### src/rtl/mmio_console_master.sv
`default_nettype none
// ============================================================================
// Module      : mmio_console_master
// Description : Bus initiator for a memory-mapped console. Drains a small
//               character FIFO into the PRINT register, forwards an exit
//               code to the EXIT register (terminal), and optionally reads
//               a cycle counter from the EXIT address.
//               Optional feature macro: MMIO_CONSOLE_CYCLE_READ_EN enables
//               the cycle-count read path.
// Revision    : 1.0 - initial release
// ============================================================================
module mmio_console_master #(
    parameter logic [31:0] MMIO_ADDR  = 32'h8000_0000,
    parameter int unsigned FIFO_DEPTH = 4
) (
    input  logic        clk_i,
    input  logic        rst_ni,
    // character input stream
    input  logic        char_valid_i,
    input  logic [7:0]  char_data_i,
    output logic        char_ready_o,
    // exit request
    input  logic        exit_valid_i,
    input  logic [31:0] exit_code_i,
    output logic        exit_ready_o,
    // cycle-count read
    input  logic        cyc_req_i,
    output logic        cyc_valid_o,
    output logic [31:0] cyc_data_o,
    // core-side data bus
    output logic        data_req_o,
    input  logic        data_gnt_i,
    input  logic        data_rvalid_i,
    output logic        data_we_o,
    output logic [3:0]  data_be_o,
    output logic [31:0] data_addr_o,
    output logic [31:0] data_wdata_o,
    input  logic [31:0] data_rdata_i,
    // status
    output logic        busy_o
);

    localparam int unsigned     c_PTR_W    = $clog2(FIFO_DEPTH);
    localparam logic [c_PTR_W:0] c_FULL_CNT = FIFO_DEPTH[c_PTR_W:0];

    typedef enum logic [1:0] {
        IDLE = 2'd0,
        REQ  = 2'd1,
        RSP  = 2'd2,
        DONE = 2'd3
    } state_e;

    typedef enum logic [1:0] {
        K_CHAR = 2'd0,
        K_EXIT = 2'd1,
        K_CYC  = 2'd2
    } kind_e;

    state_e              state_q, state_d;
    kind_e               kind_q, kind_d;
    logic [31:0]         addr_q, addr_d;
    logic [31:0]         wdata_q, wdata_d;
    logic                we_q, we_d;
    logic [3:0]          be_q, be_d;

    logic [7:0]          fifo_q [FIFO_DEPTH];
    logic [c_PTR_W-1:0]  wptr_q, rptr_q;
    logic [c_PTR_W:0]    count_q;

    logic                w_full, w_empty, w_push, w_pop, w_rsp_done, w_cyc_sel;

    assign w_full       = (count_q == c_FULL_CNT);
    assign w_empty      = (count_q == '0);
    assign w_rsp_done   = (state_q == RSP) && data_rvalid_i;
    assign w_pop        = w_rsp_done && (kind_q == K_CHAR);
    // Gated by rst_ni so the output is low while reset is held, even though
    // the FIFO is empty then.
    assign char_ready_o = rst_ni && !w_full && (state_q != DONE);
    assign w_push       = char_valid_i && char_ready_o;

`ifdef MMIO_CONSOLE_CYCLE_READ_EN
    assign w_cyc_sel = cyc_req_i;
`else
    logic w_unused;
    assign w_cyc_sel = 1'b0;
    assign w_unused  = cyc_req_i ^ (^data_rdata_i);
`endif

    // Next-state and bus-field selection; fields are latched in IDLE only
    always_comb begin
        state_d = state_q;
        kind_d  = kind_q;
        addr_d  = addr_q;
        we_d    = we_q;
        be_d    = be_q;
        wdata_d = wdata_q;
        case (state_q)
            IDLE: begin
                if (w_cyc_sel) begin
                    kind_d  = K_CYC;
                    addr_d  = MMIO_ADDR;
                    we_d    = 1'b0;
                    be_d    = 4'hF;
                    wdata_d = '0;
                    state_d = REQ;
                end else if (!w_empty) begin
                    kind_d  = K_CHAR;
                    addr_d  = MMIO_ADDR + 32'd4;
                    we_d    = 1'b1;
                    be_d    = 4'b0001;
                    wdata_d = {24'h0, fifo_q[rptr_q]};
                    state_d = REQ;
                end else if (exit_valid_i) begin
                    kind_d  = K_EXIT;
                    addr_d  = MMIO_ADDR;
                    we_d    = 1'b1;
                    be_d    = 4'hF;
                    wdata_d = exit_code_i;
                    state_d = REQ;
                end
            end
            REQ: begin
                if (data_gnt_i) begin
                    state_d = RSP;
                end
            end
            RSP: begin
                if (data_rvalid_i) begin
                    state_d = (kind_q == K_EXIT) ? DONE : IDLE;
                end
            end
            DONE: begin
                state_d = DONE;
            end
            default: begin
                state_d = IDLE;
            end
        endcase
    end

    // FSM state and latched bus fields
    always_ff @(posedge clk_i or negedge rst_ni) begin
        if (!rst_ni) begin
            state_q <= IDLE;
            kind_q  <= K_CHAR;
            addr_q  <= '0;
            we_q    <= 1'b0;
            be_q    <= '0;
            wdata_q <= '0;
        end else begin
            state_q <= state_d;
            kind_q  <= kind_d;
            addr_q  <= addr_d;
            we_q    <= we_d;
            be_q    <= be_d;
            wdata_q <= wdata_d;
        end
    end

    // FIFO storage; contents need no reset since the count gates them
    always_ff @(posedge clk_i) begin
        if (w_push) begin
            fifo_q[wptr_q] <= char_data_i;
        end
    end

    // FIFO pointers and occupancy; pointers wrap naturally at FIFO_DEPTH
    always_ff @(posedge clk_i or negedge rst_ni) begin
        if (!rst_ni) begin
            wptr_q  <= '0;
            rptr_q  <= '0;
            count_q <= '0;
        end else begin
            if (w_push) begin
                wptr_q <= wptr_q + 1'b1;
            end
            if (w_pop) begin
                rptr_q <= rptr_q + 1'b1;
            end
            case ({w_push, w_pop})
                2'b10:   count_q <= count_q + 1'b1;
                2'b01:   count_q <= count_q - 1'b1;
                default: count_q <= count_q;
            endcase
        end
    end

`ifdef MMIO_CONSOLE_CYCLE_READ_EN
    logic        cyc_valid_q;
    logic [31:0] cyc_data_q;

    // Capture the read data and flag it for exactly one cycle
    always_ff @(posedge clk_i or negedge rst_ni) begin
        if (!rst_ni) begin
            cyc_valid_q <= 1'b0;
            cyc_data_q  <= '0;
        end else begin
            cyc_valid_q <= w_rsp_done && (kind_q == K_CYC);
            if (w_rsp_done && (kind_q == K_CYC)) begin
                cyc_data_q <= data_rdata_i;
            end
        end
    end

    assign cyc_valid_o = cyc_valid_q;
    assign cyc_data_o  = cyc_data_q;
`else
    assign cyc_valid_o = 1'b0;
    assign cyc_data_o  = '0;
`endif

    assign data_req_o   = (state_q == REQ);
    assign data_addr_o  = addr_q;
    assign data_we_o    = we_q;
    assign data_be_o    = be_q;
    assign data_wdata_o = wdata_q;
    assign exit_ready_o = w_rsp_done && (kind_q == K_EXIT);
    assign busy_o       = !w_empty || (state_q == REQ) || (state_q == RSP);

endmodule
`default_nettype wire

### config.mk
export PLATFORM = sky130hd
export DESIGN_NAME = mmio_console_master
export DESIGN_NICKNAME = d
export VERILOG_FILES = /design/src/rtl/mmio_console_master.sv
export SDC_FILE = /design/constraint.sdc
export NUM_CORES = 1
export LEC_CHECK = 0
export BUFFER_PORTS_ARGS = -buffer_cell sky130_fd_sc_hd__buf_4
export CAP_MARGIN = 20
export CORE_UTILIZATION = 47
export DETAILED_ROUTE_END_ITERATION = 10
export PLACE_DENSITY = 0.81
export SLEW_MARGIN = 30
export SYNTH_ARGS = -nofsm -noshare
export SYNTH_HDL_FRONTEND = slang
export SYNTH_SLANG_ARGS = --single-unit
### constraint.sdc
create_clock -name clk_i -period 3 [get_ports clk_i]
set_input_delay 0.6 -clock clk_i [delete_from_list [all_inputs] [get_ports clk_i]]
set_output_delay 0.6 -clock clk_i [all_outputs]
set_load 0.02 [all_outputs]
==> results.ini, run 1 <==
[run_status]
status=completed

[layout]
n_antenna_cell=0
nets=492
drive_above_1_share=0.3495
fillers=641
areaGrowthSynthToFinish_pct=17.48
fin_util=0.5761

[sta]
tns_ns=0
slew_violations=0
rsz0062_at_grt=no
post-route-period-util=0.8101
hold_ws_ns=0.3785
setup_viol=0
period_minus_slack_ns=2.430
worst_slew_pin_slew_ns=0.6132
slew_headroom=0.5912
fmax_mhz=411.5
skew_ns=0.008087
hold_viol_final=0

[synthesis]
syn-cell-area_mm2=0.003829
ys_ff_latch=76
synth_cell_type_count=38
synth_edf_count=32
synth_cells=328
synth_seq_area_share=0.5386
synthFlopType=dfrtp_1
avgSynthCellArea_um2=11.67
async_flop_share=0.5789
synth_warnings=0

[detailed_routing]
wl_per_cell_um=14.78
avgViaCountPerCell=4.776
vias=2455
drt_iter0_markers=165
ant_nets=0
drcViolationCount=0
drt_wl_total_um=7596
first_pass_iters=4

[setup_path]
max_stage_delay_ns=0.50
critical_path_required_ns=3.26
r2r_slack_ns=0.57
cp.buffers_inverters=2
slowest_stage=or3b_2
cp.arrival_ns=2.69
path_cells=or3b_2 -> and4_1 -> inv_1 -> ha_1 -> inv_1 -> fa_1 -> xor2_1 -> nor2_1 -> xor2_1
setup.worst_path.class=register to register
end_kind=register
crit_family=simple AND/OR/NAND/NOR gates
worst-path-max-fanout=7
cp-start-kind=register

[global_route]
first_global_vias=2341
grt_start_max_net_pins=45
grtUsageTotal=0.1914
grt_pass1_wl_um=12140
antenna_found_initial=0
grt-ovfl-total=0

[clock_network]
hold_buffers=0
path_clk_slew_ns=0.08
ctsResizeCount=0
cts-root-buf=clkbuf_8
cts.sinks=76
post_cts_buffers=0
insertion_delay_ns=0.34
cts_tree=yes
cts_buffers=9
ctsLongestPathBuffers=2
cts-htree-levels=3

[power_and_ir_drop]
vdd_ir_drop_max_v=0.0004352
power_leakage_nw=2.051
power.density_mw_per_mm2=967.9

[floorplanning]
initial_core_util=0.4904
core_mm2=0.007807
num_rows=32
io_pins=185
fp.dieW_um=92.26
die-area_mm2=0.008511
die_h_um=92.26

[run]
drv_cap=0

[placed_design]
gp_congestion=0.7755
dpl.hpwl_um=5331
io_buffers=88

[hold_path]
hold_path_class=input pin to async pin

## synth_stat cells, types with 2 or more instances
cell type | count | share of area
a21oi_1 | 10 | 0.013
a31oi_1 | 8 | 0.013
and2_1 | 4 | 0.0065
buf_2 | 2 | 0.0026
buf_4 | 67 | 0.13
buf_6 | 5 | 0.015
clkbuf_1 | 11 | 0.011
dfrtp_1 | 44 | 0.29
edfxtp_1 | 32 | 0.25
ha_1 | 5 | 0.016
inv_1 | 32 | 0.031
mux4_2 | 8 | 0.047
nand2_1 | 21 | 0.021
nand4_1 | 24 | 0.039
nor2_1 | 3 | 0.0029
o21ai_0 | 7 | 0.0091
o21ai_2 | 20 | 0.046
xnor2_1 | 3 | 0.0069
xor2_1 | 3 | 0.0069
## state kept, by name, summed over array words and instances (netlist names)
register      count
rptr_q            2
count_q           3
data_addr_o       1
data_wdata_o     32
fifo_q           32
wptr_q            2
data_be_o         2
state_q           2
## through the flow
| stage | worst slack, ns | area [um2] | power (W) | std cells |
|---|---|---|---|---|
| after floorplan | 0.6805 | 4061 | 0.002897 | 390 |
| after global placement | 0.6421 | 4274 | 0.003480 | 498 |
| after detailed placement | 0.5869 | 4274 | 0.003532 | 498 |
| after CTS | 0.5658 | 4498 | 0.004406 | 514 |
| after global routing | 0.4379 | 4498 | 0.004632 | 514 |
| final | 0.5698 | 4498 | 0.004354 | 514 |
## path summary, 6_finish.rpt
| path | startpoint | to | depth (start not counted) |
|---|---|---|---|
| worst max-delay path | count_q[0]$_DFFE_PN0P_ | count_q[2]$_DFFE_PN0P_ | 9 |
| worst min-delay path | rst_ni | wptr_q[0]$_DFFE_PN0P_ | 2 |
| worst max register to register | count_q[0]$_DFFE_PN0P_ | count_q[2]$_DFFE_PN0P_ | 9 |
| worst min register to register | data_wdata_o[18]$_DFFE_PN0P_ | data_wdata_o[18]$_DFFE_PN0P_ | 2 |
| max in group asynchronous | rst_ni | data_wdata_o[23]$_DFFE_PN0P_ | 2 |
| min in group clk_i | data_gnt_i | state_q[0]$_DFFE_PN0P_ | 2 |
## layout make-up
cell class,instances,area [um2],share of cell area
clock buffer,10,137.6,0.03060
tap,102,127.6,0.02837
multi-input combinational,196,1274,0.2832
clock inverter,6,86.33,0.01919
timing repair buffer,92,690.7,0.1535
sequential,76,2062,0.4584
inverter,32,120.1,0.02670
## per-layer routing
metal,vias up,routed length [um],GRT usage
met5,-,0,0
met4,0,95,0.07943
met3,8,267,0.03648
met2,95,4129,0.3414
met1,1202,3104,0.2252
li1,1150,-,-
## worst reg2reg max path: cells and delay by family, from the launching register on
kind | cells | cell delay [ns]
AND/OR/NAND/NOR | 3 | 0.90
adder cells (fa/ha/maj) | 2 | 0.55
flip-flops | 1 | 0.47
XOR/XNOR | 2 | 0.30
buffers and inverters | 2 | 0.14
## where the power goes
part	total [W]	switching [W]	internal (W)
Combinational	0.00180	0.00101	0.000788
Sequential	0.00168	0.000283	0.00140
Clock	0.000870	0.000379	0.000491
Total	0.00435	0.00167	0.00268
## kinds of logic after synthesis
kind of cell | Yosys count | share of synthesized area
and+or+nand+nor | 63 | 0.09282
adders and majority gates | 6 | 0.02157
xor gates and xnor gates | 6 | 0.01373
DFF | 76 | 0.5386
muxes | 10 | 0.05392
AOI/OAI and AO/OA | 48 | 0.08660
other | 1 | 0.0009795
buffers and inverters | 118 | 0.1918
## cells in the final DEF, fill, tap and decap left out, types with 2 or more instances in the layout
cell type  netlist  final
xnor2_1          3      3
edfxtp_1        32     32
conb_1           1     63
nand2_1         21     21
o21ai_0          7      7
inv_1           32     32
clkinv_2         0      2
clkbuf_8         0     10
o21ai_2         20     20
buf_4           67     92
mux4_2           8      8
a21oi_1         10     10
nor2_1           3      2
xor2_1           3      3
and2_1           4      4
a31oi_1          8      8
bufinv_16        0      2
ha_1             5      5
dfrtp_1         44     44
nand4_1         24     24
(Power assumes the default switching activity.)
==> run 2, diff against run 1 <==
--- a/config.mk
+++ b/config.mk
@@ -5,11 +5,12 @@
 export SDC_FILE = /design/constraint.sdc
 export NUM_CORES = 1
 export LEC_CHECK = 0
+export ABC_AREA = 1
 export BUFFER_PORTS_ARGS = -buffer_cell sky130_fd_sc_hd__buf_4
 export CAP_MARGIN = 20
-export CORE_UTILIZATION = 47
+export CORE_UTILIZATION = 46
 export DETAILED_ROUTE_END_ITERATION = 10
-export PLACE_DENSITY = 0.81
+export PLACE_DENSITY = 0.8
 export SLEW_MARGIN = 30
 export SYNTH_ARGS = -nofsm -noshare
 export SYNTH_HDL_FRONTEND = slang
==> constraint.sdc (replaced) <==
create_clock -name clk_i -period 2.4 [get_ports clk_i]
set_input_delay 0.48 -clock clk_i [delete_from_list [all_inputs] [get_ports clk_i]]
set_output_delay 0.48 -clock clk_i [all_outputs]
set_load 0.02 [all_outputs]
==> run 2 against run 1 <==
Against the previous run:
- non-clock buffer count up 2
- worst setup slack worse by 0.27 ns
- hold slack worse by 0.15 ns
- critical endpoint unchanged
- global-route usage down 1.8 points
- count of clock-buffer cells in the layout unchanged
- clock power up 30%
==> results.ini, run 2 <==
[setup_path]
cp-start-kind=register
setup.worst_path.class=register to register
end_kind=register
cp.arrival_ns=2.31  ; -0.38 ns
critical_path_required_ns=2.61  ; -0.65 ns
worst-path-max-fanout=7  ; unchanged

[sta]
period_minus_slack_ns=2.096  ; -0.3340 ns
post-route-period-util=0.8734  ; +0.06337
tns_ns=0  ; unchanged
slew_violations=0  ; unchanged
slew_headroom=0.6184  ; +0.02724
worst_slew_pin_slew_ns=0.5723  ; -0.04086 ns
hold_viol_final=0  ; unchanged
fmax_mhz=477.0  ; +16%
rsz0062_at_grt=no
skew_ns=0.01287  ; +0.004787 ns
setup_viol=0  ; unchanged

[detailed_routing]
wl_per_cell_um=12.25  ; -17%
ant_nets=0  ; unchanged
first_pass_iters=4  ; unchanged
drcViolationCount=0  ; unchanged
drt_wl_total_um=7352  ; -3.2%
avgViaCountPerCell=4.515  ; -5.5%
drt_iter0_markers=109  ; -34%
vias=2709  ; +10%

[power_and_ir_drop]
switching_power_w=0.002245  ; +34%
power.density_mw_per_mm2=1222  ; +26%
clockPowerShare=0.204  ; +0.004
swShare=0.4057  ; +0.02102
power_frac_comb=0.426  ; +0.012
vdd_ir_drop_max_v=0.0003965  ; -8.9%
power_frac_seq=0.370  ; -0.016
power_leakage_nw=2.356  ; +15%
power.internal_w=0.003288  ; +23%
total_power_w=0.005532  ; +27%

[synthesis]
ys_ff_latch=76  ; unchanged
yosys.area.top_type_share=0.2885  ; +0.0009429
synth_area_leaders=dfrtp_1 29%, edfxtp_1 25%, buf_4 14%
synth_warnings=0  ; unchanged
synthFlopType=dfrtp_1
synth_edf_count=32  ; unchanged
avgSynthCellArea_um2=9.446  ; -19%
synth_top_cells_by_count=118 x nand2_1, 70 x buf_4, 44 x dfrtp_1
async_flop_share=0.5789  ; unchanged
synth_seq_area_share=0.5403  ; +0.001766
yosysMostFrequentCell=nand2_1
synth_cell_type_count=28  ; -26%
syn-cell-area_mm2=0.003816  ; -0.33%
synth_top_area_cell=dfrtp_1
synth_cells=404  ; +23%

[placed_design]
gp_congestion=0.7374  ; -4.9%
dpl.hpwl_um=5319  ; -0.23%
io_buffers=88  ; unchanged

[run_status]
status=completed

[layout]
most-common-layout-cells=118 x nand2_1, 94 x buf_4, 63 x conb_1
areaGrowthSynthToFinish_pct=18.66
multi_input_comb_area_mm2=0.001286  ; +0.98%
n_antenna_cell=0  ; unchanged
final_common_cell=nand2_1
drive_above_1_share=0.2410  ; -0.1086
seq_area_mm2=0.002062  ; unchanged
fillers=674  ; +5.1%
nets=578  ; +17%

[hold_path]
hold_path_class=input pin to async pin

[clock_network]
post_cts_buffers=0  ; unchanged
path_clk_slew_ns=0.07  ; about the same
insertion_delay_ns=0.34  ; about the same
hold_buffers=0  ; unchanged
ctsLongestPathBuffers=2  ; unchanged
cts.sinks=76  ; unchanged
cts_tree=yes
ctsResizeCount=0  ; unchanged
cts-htree-levels=3  ; unchanged
cts_buffers=9  ; unchanged
cts-root-buf=clkbuf_8

[global_route]
grt-ovfl-total=0  ; unchanged
grtUsageTotal=0.1736  ; -0.01776
first_global_vias=2399  ; +2.5%
grt_start_max_net_pins=45  ; unchanged
antenna_found_initial=0  ; unchanged
grt_pass1_wl_um=11370  ; -6.4%

[run]
drv_cap=0  ; unchanged

[floorplanning]
num_rows=32  ; unchanged
die_h_um=93.08  ; +0.89%
die-area_mm2=0.008664  ; +1.8%
core_mm2=0.007888  ; +1.0%
initial_core_util=0.4838  ; -0.006565
fp.dieW_um=93.08  ; +0.89%
io_pins=185  ; unchanged

==> run 2: cell types whose count changed after synthesis, moves of 3 or more <==
cell,delta
clkbuf_1,-11
mux4_2,-8
a21oi_1,+3
buf_4,+3
nand4_1,-24
nor2_1,+24
nand3_1,+30
a31oi_1,-8
and2_1,-4
a21oi_2,+4
nand2_1,+97
o21ai_2,-20
==> run 2: power by group through the flow <==
| stage | Sequential, W | Combinational (W) | Clock [W] |
|---|---|---|---|
| after detailed placement | 0.00207 | 0.00238 | 0 |
| after floorplan | 0.00228 | 0.00145 | 0 |
| after global routing | 0.00210 | 0.00262 | 0.00121 |
| final | 0.00205 | 0.00236 | 0.00113 |
| after CTS | 0.00205 | 0.00239 | 0.00114 |
| after global placement | 0.00206 | 0.00231 | 0 |
==> run 2: final cells by class <==
class                   count  area share
well taps                 102     0.02818
multi-input cells         281      0.2841
flip-flops and latches     76      0.4554
repair buffers             94      0.1558
clock buffers              10     0.02818
clock inverters             6     0.02266
inverters                  31     0.02570
==> run 2: layer usage <==
layer  vias up  share of wire  GRT usage  routed length [um]
li1       1329              -          -                   -
met1      1264           0.40     0.2049                2925
met2       105           0.54     0.3088                3958
met3        11          0.050    0.03496                 365
met4         0          0.014    0.06923                 102
met5         -              0          0                   0
==> run 2: final timing paths <==
check                                             start  depth (start not counted)                      endpoint  slack (ns)
setup / recovery                 count_q[0]$_DFFE_PN0P_                         11        count_q[2]$_DFFE_PN0P_        0.30
hold / removal                                   rst_ni                          2         wptr_q[1]$_DFFE_PN0P_        0.23
setup reg to reg                 count_q[0]$_DFFE_PN0P_                         11        count_q[2]$_DFFE_PN0P_        0.30
hold reg to reg            data_wdata_o[30]$_DFFE_PN0P_                          2  data_wdata_o[30]$_DFFE_PN0P_        0.48
max in group asynchronous                        rst_ni                          2   data_wdata_o[4]$_DFFE_PN0P_        1.77
min in group clk_i                      exit_code_i[19]                          3  data_wdata_o[19]$_DFFE_PN0P_        0.32
==> run 2: logic make-up after synthesis <==
| family | after synthesis | synth area share |
|---|---|---|
| buf+inv | 109 | 0.1836 |
| compound gates | 24 | 0.03541 |
| xor+xnor | 3 | 0.006887 |
| simple gates | 185 | 0.2111 |
| flops | 76 | 0.5403 |
| other cells | 1 | 0.0009827 |
| fa+ha+maj | 6 | 0.02164 |
==> run 2: critical path, cell delays in order, from the launching register on <==
cell	delay, ns
dfrtp_1	0.44
nor2_4	0.20
nand2_1	0.10
nand2_1	0.06
nor2_1	0.07
nand2_2	0.13
ha_1	0.16
inv_1	0.06
fa_1	0.37
a21oi_1	0.13
o21ai_0	0.11
xor2_1	0.15
==> run 2: metrics by stage <==
step | std cells | utilization | worst slack, ns | hold slack (ns) | instance area (um2)
floorplan | 466 | - | 0.3400 | 0.1844 | 4049
global placement | 584 | 0.5449 | 0.3507 | 0.4625 | 4298
detailed placement | 584 | 0.5449 | 0.3224 | 0.4659 | 4298
CTS | 600 | 0.5741 | 0.2845 | 0.2467 | 4528
global route | 600 | 0.5741 | 0.1838 | 0.2798 | 4528
finish | 600 | 0.5741 | 0.3038 | 0.2272 | 4528
